File: src/rtl/weighted_sum_pkg.sv
// Shared types and sizing helpers for the weighted-sum sequencer.
// Optional build macro: WEIGHTED_SUM_SIGNED_EN (two's-complement operands).
package weighted_sum_pkg;

    // Sequencer phases: wait for a vector, stream pairs, add the last product, present the result.
    typedef enum logic [1:0] {
        IDLE  = 2'd0,
        RUN   = 2'd1,
        DRAIN = 2'd2,
        DONE  = 2'd3
    } wss_state_t;

    // Accumulator width: a full product plus enough headroom for num_inputs additions.
    function automatic int sum_width(input int num_inputs, input int bit_length);
        return 2 * bit_length + $clog2(num_inputs);
    endfunction

endpackage

File: src/rtl/weighted_sum_sequencer_multiplier.sv
// Shared registered multiplier: product appears one clock after a/b are presented.
// Optional build macro: WEIGHTED_SUM_SIGNED_EN (operands and product are two's-complement).
module multiplier #(
    parameter int bit_length = 4
) (
    input  logic                      clk,
    output logic [2*bit_length-1:0]   product,
    input  logic [bit_length-1:0]     a,
    input  logic [bit_length-1:0]     b
);

    localparam int PROD_W = 2 * bit_length;

    logic [PROD_W-1:0] a_ext;
    logic [PROD_W-1:0] b_ext;

`ifdef WEIGHTED_SUM_SIGNED_EN
    // Sign-extend to full product width so the low PROD_W bits of the product are exact.
    assign a_ext = PROD_W'($signed(a));
    assign b_ext = PROD_W'($signed(b));
`else
    assign a_ext = {{bit_length{1'b0}}, a};
    assign b_ext = {{bit_length{1'b0}}, b};
`endif

    // Register the product; the caller accounts for the one-cycle latency.
    // NOTE: this is a pure datapath register with no reset -- its contents are
    // only consumed after a fresh accept, so a reset would add logic for nothing.
    always_ff @(posedge clk) begin
        product <= a_ext * b_ext;
    end

endmodule

File: src/rtl/weighted_sum_sequencer.sv
// Time-multiplexed weighted sum: accepts one vector of weight/input pairs, feeds
// them one per cycle through a single registered multiplier and accumulates the
// products, then returns the sum through a valid/ready handshake.
// Optional build macro: WEIGHTED_SUM_SIGNED_EN (signed operands, sign-extended products).
module weighted_sum_sequencer
    import weighted_sum_pkg::*;
#(
    parameter int num_inputs = 4,
    parameter int bit_length = 4
) (
    input  logic                                          clk,
    input  logic                                          rst,
    input  logic                                          in_valid,
    output logic                                          in_ready,
    input  logic [num_inputs-1:0][bit_length-1:0]         weights,
    input  logic [num_inputs-1:0][bit_length-1:0]         inputs,
    output logic                                          out_valid,
    input  logic                                          out_ready,
    output logic [sum_width(num_inputs, bit_length)-1:0]  out_sum,
    output logic                                          busy
);

    localparam int SUM_W  = sum_width(num_inputs, bit_length);
    localparam int PROD_W = 2 * bit_length;
    localparam int IDX_W  = $clog2(num_inputs);
    localparam logic [IDX_W-1:0] LAST_IDX = IDX_W'(num_inputs - 1);

    wss_state_t state_q, state_d;
    logic [IDX_W-1:0] idx_q, idx_d;
    logic [SUM_W-1:0] acc_q, acc_d;
    logic [num_inputs-1:0][bit_length-1:0] weights_q;
    logic [num_inputs-1:0][bit_length-1:0] inputs_q;
    logic load_en;

    logic [PROD_W-1:0] product;
    logic [SUM_W-1:0]  product_ext;

    multiplier #(
        .bit_length(bit_length)
    ) u_multiplier (
        .clk    (clk),
        .product(product),
        .a      (weights_q[idx_q]),
        .b      (inputs_q[idx_q])
    );

`ifdef WEIGHTED_SUM_SIGNED_EN
    assign product_ext = SUM_W'($signed(product));
`else
    assign product_ext = SUM_W'(product);
`endif

    // Next-state logic: walk idx across the vector, adding the product registered one edge earlier.
    // NOTE: every variable gets a default at the top so no path leaves it unassigned (no latches).
    always_comb begin
        state_d = state_q;
        idx_d   = idx_q;
        acc_d   = acc_q;
        load_en = 1'b0;
        case (state_q)
            IDLE: begin
                if (in_valid) begin
                    load_en = 1'b1;
                    acc_d   = '0;
                    idx_d   = '0;
                    state_d = RUN;
                end
            end
            RUN: begin
                // On the first RUN cycle the multiplier still holds a stale product.
                if (idx_q != '0) begin
                    acc_d = acc_q + product_ext;
                end
                if (idx_q == LAST_IDX) begin
                    idx_d   = '0;
                    state_d = DRAIN;
                end else begin
                    idx_d = idx_q + IDX_W'(1);
                end
            end
            DRAIN: begin
                acc_d   = acc_q + product_ext;
                state_d = DONE;
            end
            DONE: begin
                if (out_ready) begin
                    state_d = IDLE;
                end
            end
            default: state_d = IDLE;
        endcase
    end

    // Control and accumulator state, cleared by synchronous reset.
    // NOTE: sequential state uses non-blocking assignments so all registers update together.
    always_ff @(posedge clk) begin
        if (rst) begin
            state_q <= IDLE;
            idx_q   <= '0;
            acc_q   <= '0;
        end else begin
            state_q <= state_d;
            idx_q   <= idx_d;
            acc_q   <= acc_d;
        end
    end

    // Operand capture on accept; held until the next accept so input changes cannot disturb a run.
    always_ff @(posedge clk) begin
        if (load_en) begin
            weights_q <= weights;
            inputs_q  <= inputs;
        end
    end

    assign in_ready  = (state_q == IDLE) && !rst;
    assign out_valid = (state_q == DONE);
    assign busy      = (state_q == RUN) || (state_q == DRAIN);
    assign out_sum   = acc_q;

endmodule
File: config.mk
export PLATFORM = sky130hd
export DESIGN_NAME = weighted_sum_sequencer
export DESIGN_NICKNAME = d
export VERILOG_FILES = /design/src/rtl/weighted_sum_pkg.sv /design/src/rtl/weighted_sum_sequencer_multiplier.sv /design/src/rtl/weighted_sum_sequencer.sv
export SDC_FILE = /design/constraint.sdc
export NUM_CORES = 1
export LEC_CHECK = 0
export CORE_ASPECT_RATIO = 1.1
export CORE_MARGIN = 2
export CORE_UTILIZATION = 30
export DETAILED_ROUTE_END_ITERATION = 7
export PLACE_DENSITY = 0.59
export SETUP_SLACK_MARGIN = 0.02
export SYNTH_ARGS = -nofsm -noshare
export SYNTH_HDL_FRONTEND = slang
export SYNTH_SLANG_ARGS = --single-unit
File: constraint.sdc
create_clock -name clk -period 3.3 [get_ports clk]
set_input_delay 0.66 -clock clk [delete_from_list [all_inputs] [get_ports clk]]
set_output_delay 0.66 -clock clk [all_outputs]
set_load 0.05 [all_outputs]
==> results.cfg <==
[timing]
hold_viol_final = 0
maxSlewViolCount = 0
timing.fmax_mhz = 323
rsz0062_at_grt = no
clock_skew_ps = 8.21
setup_viol = 0
slew_headroom = 0.657
fin_hold_ws_ps = 489
fin_crit_sh = 0.938
setup-tns-final_ps = 0
tightestPinTransition_ps = 515
period_minus_slack_ps = 3090

[global_routing]
antenna_found_initial = 0
grt_max_degree = 33
track_usage = 0.107
grt_pass1_wl_um = 8580
overflow = 0
grt_pass1_vias = 1902

[run]
maxCapViolations = 0

[synthesis]
yosysTopAreaCellShare = 0.343
synth_cells = 226
yosysWarningCount = 0
syn-cell-area_um2 = 2800
synth-edff-count = 32
ys_seq_elements = 54
synth_nets = 293
synthTopCellsByArea = edfxtp_1 (34%), dfxtp_1 (16%), ha_1 (12%), mux4_2 (6.4%), and2_1 (3.6%)
synthArstFlopShare = 0
yosysSeqAreaShare = 0.501
synthFlopType = edfxtp_1
synth_cell_types = 41
post-synth-top-area-cell = edfxtp_1
syn_avg_cell_area_um2 = 12.4

[cells_and_area]
antenna_cells = 0
areaGrowthSynthToFinish_pct = 27.2
layout_common_cells = clkdlybuf4s50_1 (47), edfxtp_1 (32), ha_1 (26)
layout_commonest_cell = clkdlybuf4s50_1
drive_above_1_share = 0.124
nets = 348
fillers = 864
final_cells = 396

[floorplanning]
initial_utilization = 0.312
core-area_um2 = 8960
die_y_um = 105
rows = 36
dieArea_um2 = 10100
ios = 49
die_w_um = 96.1

[cts]
root_buffer = clkbuf_8
cts_buffers = 5
cts_tree = built
clock_sinks = 54
clkLatencyLatePin_ps = 310
clk_pin_slew_ps = 100
htreeDepth = 2
max-clock-path-buffers = 2

[routing]
vias = 1811
wl_met1_um = 2270
routed_wl_um = 5080
top_layer_used = met4
first_pass_iters = 4
drt-vias-per-instance = 4.57
drt_drc_violations_left = 0
routed-wl-met2_um = 2570
ant_nets = 0
wl_met3_um = 209
wl_per_cell_um = 12.8
drtIter0Drc = 33

[min_path]
hold_class = reg2reg

[worst_setup_path]
cp_max_fo = 9
crit_buf_inv = 2
cp_cell_sequence = buf_12, mux4_2, nand2_2, fa_1, inv_1, fa_1, ha_1, a21o_1, a21oi_2, o21bai_1, a21oi_2, xnor2_1
max_stage_delay_ps = 540
cp-end-kind = flip-flop
arrival_ps = 3340
crit_path_top_delay_cell = mux4_2
cp_top_family = adder cells
critPathKind = reg2reg
cp.required_ps = 3540
worst_setup_path_start_kind = flip-flop

[run_status]
status = complete, no violations

[power_and_ir_drop]
vdd_drop_max_mv = 0.344
p_leak_nw = 1.38
power_density_nw_per_um2 = 877

[placed_design]
dp.cells = 387
place_congestion = 0.768
dp_hpwl_um = 3890
io_buffers = 48
-- cell families (layout without fill, tap and decap cells) --
family,after synthesis,in the layout,share of synthesized area
compound gates,41,41,0.105
fa+ha+maj,31,31,0.152
simple gates,60,60,0.115
buf+inv,23,79,0.0322
mux,10,10,0.0733
xor+xnor,7,7,0.0219
flops,54,54,0.501
-- path summary, 6_finish.rpt --
kind	cells past startpoint	end	start	slack, ps
worst min register to register	2	out_sum[3]	out_sum[3]	490
worst max-delay path	12	u_multiplier.product[7]	idx_q[0]	210
worst max register to register	12	u_multiplier.product[7]	idx_q[0]	210
worst min-delay path	2	out_sum[3]	out_sum[3]	490
-- stage by stage --
step	util	setup slack (ps)	total power, mW	cell area, µm²
6_report	0.397	206	3.12	3560
5_1_grt	0.397	18.7	3.39	3560
4_1_cts	0.395	51.6	3.12	3540
3_5_place_dp	0.385	60.0	2.72	3450
3_3_place_gp	0.385	128	2.69	3450
2_1_floorplan	-	88.3	2.28	2800
-- where the power goes --
part | leakage [nW] | internal, mW | switching, mW
clock network | 0.0447 | 0.154 | 0.231
registers | 0.485 | 0.946 | 0.0930
logic | 0.851 | 0.741 | 0.957
-- state kept, by name (all words and copies together), names as in the netlist --
name                  cells
state_q                   2
out_sum                  10
inputs_q                 16
idx_q                     2
weights_q                16
u_multiplier.product      8
-- layer usage --
metal | global-route usage | vias up
met5 | 0 | -
met4 | 0.0276 | 0
met3 | 0.0229 | 2
met2 | 0.180 | 39
met1 | 0.138 | 837
li1 | - | 933
-- Yosys cell counts (all sizes together), types with 3 or more instances --
cell type and number:
nor2 8, clkbuf 4, mux4 8, o21ai 3, buf 3, ha 26, a211oi 3, and2 16
inv 16, fa 5, o211ai 5, o21bai 3, nand3b 5, dfxtp 22, xnor2 5, edfxtp 32
a21oi 13, a21o 5, nand3 5, nand2 17
-- area by class of cell --
| type | count | area [µm²] | share of cell area |
|---|---|---|---|
| clock inverters | 3 | 25.0 | 0.00703 |
| well taps | 114 | 143 | 0.0401 |
| flip-flops and latches | 54 | 1400 | 0.394 |
| clock buffers | 5 | 68.8 | 0.0193 |
| inverters | 16 | 60.1 | 0.0169 |
| multi-input cells | 149 | 1320 | 0.370 |
| repair buffers | 55 | 543 | 0.153 |
-- worst reg2reg max path, delay by kind of cell (launching register included) --
family	cells	cell delay (ps)
multiplexers	1	540
buffers and inverters	2	220
AO/OA/AOI/OAI	4	540
XOR/XNOR	1	120
flip-flops	1	360
adder cells (fa/ha/maj)	3	1140
AND/OR/NAND/NOR	1	100
-- timing repair --
action / 4_1_cts / 5_1_grt
endpoints found under the setup margin: 0 / 1
setup buffers: 0 / 1
resized for setup: 0 / 4
hold buffers: 0 / 0
Note: power is estimated with default switching activity, not from simulation.
==> patch 1, RTL diff (same settings) <==
The option `WEIGHTED_SUM_SIGNED_EN` is turned on by a define.
--- a/src/rtl/weighted_sum_sequencer_multiplier.sv
+++ b/src/rtl/weighted_sum_sequencer_multiplier.sv
@@ -1,5 +1,7 @@
 // Shared registered multiplier: product appears one clock after a/b are presented.
 // Optional build macro: WEIGHTED_SUM_SIGNED_EN (operands and product are two's-complement).
+`define WEIGHTED_SUM_SIGNED_EN
+
 module multiplier #(
     parameter int bit_length = 4
 ) (
Check against the original RTL: not equivalent (a bounded check fails within 4 cycles, from zero or initial values and one cycle with rst high).
==> patch 1 against the unedited design <==
  * The flow now finishes with violations (setup timing)
  * Critical path depth stayed put
  * Sequential share of layout area is 3.7 points lower
  * Sequential cell count stayed put
  * Final cell count is 9.3% higher
  * Clock power is 21% higher
  * Final area is 11% higher
  * Power is 43% higher
  * Routed wire length is 5.0% higher
  * Die area is 6.5% higher
  * Maximum frequency is 17% lower
  * Area after synthesis is 6.8% higher
  * Via count is 10% higher
  * Setup slack worse by 650 ps
  * Largest cell class is now multi-input combinational cells
  * Highest routed layer unchanged
==> patch 1: results (changes against the unedited design) <==
| Metric | Value |
|---|---|
| Cell Count Post-Placement | 419 (+8.3%) |
| Cell count after synthesis | 241 (+6.6%) |
| Clock skew | 3.95 ps (-4.26 ps) |
| R2R cell count | 12 (unchanged) |
| Outcome | finished with violations |
| Final number of setup-violating endpoints | 4 (+4) |
| Layout cells sized above 1 | 18.8% (+6.4 points) |
| Largest net degree at the start of global routing | 33 (unchanged) |
| Net count after synthesis | 314 (+7.2%) |
| Leakage power summed over all cells | 1.59 nW (+15%) |
| Seq/Total Area, Yosys | 46.9% (-3.2 points) |
| Violated checks | setup timing |
| Highest net fanout along the worst path | 7 (-2) |
| Parity-gate share of the synthesized area counting xor and xnor cells | 3.52% (+1.3 points) |
| Last element of the critical path | u_multiplier.product[7]$_DFF_P_ |
| Proportion of synthesized area in mux cells | 8.71% (+1.4 points) |
| Leading cell types by total area after synthesis | edfxtp_1, dfxtp_1, ha_1 |
| Switching portion of total power | 40.7% (-0.38 points) |
| Arithmetic-cell share of the synthesized area counting full adders, half adders and majority gates | 18.0% (+2.8 points) |
| Layout net count | 385 (+11%) |
| Worst Hold Launch | out_sum[8]$_SDFFE_PP0P_ |
| Transition time of the tightest slew-check pin | 498 ps (-17.0 ps) |
| Final setup slack of the worst path | -440 ps (-646 ps) |
| Max rail drop VDD | 0.000417 V (+21%) |
| Via count of the routed design | 1994 (+10%) |
| Via count of the first global-routing pass | 2082 (+9.5%) |
| Number of vias per cell | 4.61 (+0.70%) |
| Initial antenna violation count | 0 (unchanged) |
| Violation count after the first detailed-routing iteration | 48 (+45%) |
| Aggregate global-route resource usage | 10.3% (-0.39 points) |
| Area fraction in compound gates after synthesis | 8.37% (-2.1 points) |
| First-pass GRT wire length | 9140 um (+6.5%) |
| Total routed wirelength | 5330 um (+5.0%) |
| Count of distinct cell types in the synthesized netlist | 38 (-7.3%) |
[patch 1: kinds of logic (layout without fill, tap and decap cells)]
logic type / after synthesis / after routing
buffers and inverters: 25 / 97
muxes: 14 / 14
DFF: 54 / 54
AOI/OAI and AO/OA: 39 / 39
adders and majority gates: 37 / 37
and+or+nand+nor: 60 / 60
xor gates and xnor gates: 12 / 12
[patch 1: timing repair]
action,CTS,global route
hold buffers,0,0
setup endpoints to repair,4,4
setup buffers,2,4
resized for setup,7,10
pin swaps,1,9
[patch 1: cell type report]
cell class                      count  share of cell area (%)
Clock buffer                        5                    1.75
Clock inverter                      3                    1.21
Inverter                           20                    1.91
Multi-Input combinational cell    162                    39.4
Sequential cell                    54                    35.7
Tap cell                          120                    3.82
Timing Repair Buffer               69                    16.2
[patch 1: metrics by stage]
stage               hold WS (ps)  setup slack [ps]  setup TNS (ps)  util [%]  area, um2
detailed placement           487              -533           -1270      37.9       3710
finish                       490              -440            -882      40.2       3940
global route                 527              -596           -1360      40.2       3940
floorplan                    511              -417            -654         -       3000
global placement             470              -469           -1040      37.9       3710
CTS                          503              -463            -895      39.3       3850
[patch 1: layer usage]
metal	track usage [%]	wire length [um]
met1	12.9	2370
met2	18.4	2670
met3	2.44	269
met4	1.76	19
met5	0	0
[patch 1: worst max-delay path: cells and delay by family, from the launching register on]
kind / cells / cell delay (ps)
fa+ha+maj: 5 / 1940
mux: 1 / 550
xor+xnor: 2 / 270
compound gates: 2 / 300
buf+inv: 1 / 40
flops: 1 / 430
simple gates: 1 / 160
[patch 1: power groups by stage]
stage,clock network (mW),registers (mW),logic [mW]
final,0.466,1.10,2.89
after global routing,0.514,1.14,3.24
after CTS,0.488,1.11,2.67
after detailed placement,0,1.12,2.57
after global placement,0,1.12,2.53
after floorplan,0,1.21,1.77
==> patch 2, RTL diff (same settings) <==
Made on the original files. Make the reset (`rst`) asynchronous in one clocked block. Comments in the files are not updated.
--- a/src/rtl/weighted_sum_sequencer.sv
+++ b/src/rtl/weighted_sum_sequencer.sv
@@ -93,7 +93,7 @@
 
     // Control and accumulator state, cleared by synchronous reset.
     // NOTE: sequential state uses non-blocking assignments so all registers update together.
-    always_ff @(posedge clk) begin
+    always_ff @(posedge clk or posedge rst) begin
         if (rst) begin
             state_q <= IDLE;
             idx_q   <= '0;
Formal check against the unedited RTL: differs if rst is asserted again (counterexample within 4 cycles, from zero or initial values and one cycle with rst high); with rst held inactive, the same outputs for 4 cycles.
==> patch 2 against the unedited design <==
  * Maximum frequency hardly changed
  * Clock power is 5.5% lower
  * Sequential cell count stayed put
  * Sequential share of layout area is 2.6 points higher
  * Final area is 1.6% lower
  * Routed wire length is 6.7% lower
  * Count of clock-buffer cells in the layout is 1 higher
  * Setup slack better by 2.0 ps
  * Global-route usage is 0.53 points lower
  * Power is 5.3% higher
  * Area after synthesis is 1.8% lower
  * Non-clock buffer count stayed put
  * Critical path type unchanged
  * Largest cell class unchanged
  * Largest power group unchanged
  * Highest routed layer unchanged
==> patch 2: results (changes against the unedited design) <==
| Metric | Value |
|---|---|
| Share of final layout cell area taken by non-clock buffers | 15.2% (-0.041 points) |
| Highest net fanout along the worst path | 8 (-1) |
| Via count of the first global-routing pass | 1779 (-6.5%) |
| Leakage power summed over all cells | 1.40 nW (+1.5%) |
| Area fraction in compound gates after synthesis | 10.3% (-0.17 points) |
| Footprint of the flip-flops and latches | 0.00147 mm2 (+5.0%) |
| Total routed wirelength | 4740 um (-6.7%) |
| Critical Path Source | idx_q[0]$_DFFE_PP0P_ |
| Slowest stage delay, CP | 580 ps (+40 ps) |
| Input/output buffers | 48 (unchanged) |
| Worst EP arrival | 3330 ps (about the same) |
| Worst Hold Launch | out_sum[5]$_DFFE_PP0P_ |
| Place WS | -12.3 ps (-72.2 ps) |
| Inverter count | 18 (+2) |
| Count of multi-input gates | 135 (-9.4%) |
| Clock-cell share of area | 2.43% (-0.21 points) |
| Max-slew headroom | 60.0% (-5.7 points) |
| Largest net degree at the start of global routing | 33 (unchanged) |
| Post-route clock period utilization | 93.7% (about the same) |
| Async set-reset flop share out of synthesis | 25.9% (+26 points) |
| Outcome | complete, no violations |
| Clock skew | 6.42 ps (-1.78 ps) |
| Max rail drop VDD | 0.000380 V (+10%) |
| Proportion of synthesized area in mux cells | 6.55% (-0.78 points) |
| Aggregate global-route resource usage | 10.2% (-0.53 points) |
| Count of distinct cell types in the synthesized netlist | 35 (-15%) |
| Total area of multi-input combinational cells | 0.00120 mm2 (-8.7%) |
| Average cell area after synthesis | 13.0 um2 (+5.2%) |
| Layout cells sized above 1 | 10.7% (-1.7 points) |
| Capture endpoint of the worst hold path | out_sum[5]$_DFFE_PP0P_ |
| First-pass GRT wire length | 7960 um (-7.2%) |
| Routed wirelength normalized by instance count | 12.3 um (-3.8%) |
| DP Wirelength | 3660 um (-6.1%) |
| Switching portion of total power | 41.9% (+0.83 points) |
| Proportion of power drawn by the clock network | 11.1% (-1.2 points) |
| Total of fill cells in the finished design | 836 (-3.2%) |
| Routability cong. | 0.770 (+0.26%) |
| Count of clock buffers in the final design | 6 (+1) |
| Leading cell types by total area after synthesis | edfxtp_1, dfrtp_1, ha_1 |
| Top cells by count, synth | edfxtp_1, ha_1, inv_1, nand2_1 |
| Net count after synthesis | 278 (-5.1%) |
| Seq/Total Area, Yosys | 53.5% (+3.5 points) |
| R2R cell count | 11 (-1) |
| Area after DPL | 0.00340 mm2 (-1.3%) |
| Layout net count | 336 (-3.4%) |
-- patch 2: logic make-up after synthesis --
logic type               after synthesis
AND/OR/NAND/NOR                       44
multiplexers                           8
buffers and inverters                 22
AO/OA/AOI/OAI                         43
flip-flops                            54
XOR/XNOR                               9
adder cells (fa/ha/maj)               31
-- patch 2: timing repair --
action / in CTS / in global routing
setup endpoints to repair: 1 / 2
resized for setup: 1 / 3
hold endpoints to repair: 0 / 0
buffers inserted: 0 / 1
pin swaps: 0 / 5
cloned: 0 / 0
-- patch 2: through the flow --
stage	util, %	hold slack (ps)	power, mW
2_1_floorplan	-	549	2.46
3_3_place_gp	38.3	514	2.93
3_5_place_dp	38.3	518	2.94
4_1_cts	39.3	541	3.33
5_1_grt	39.5	569	3.63
6_report	39.5	537	3.29
-- patch 2: layer usage --
metal  GRT usage [%]  part of all wire [%]  routed length (um)
met3            2.75                   5.2                 246
met5               0                     0                   0
met1            13.2                    44                2070
met4            3.62                   2.0                  95
met2            16.1                    49                2330
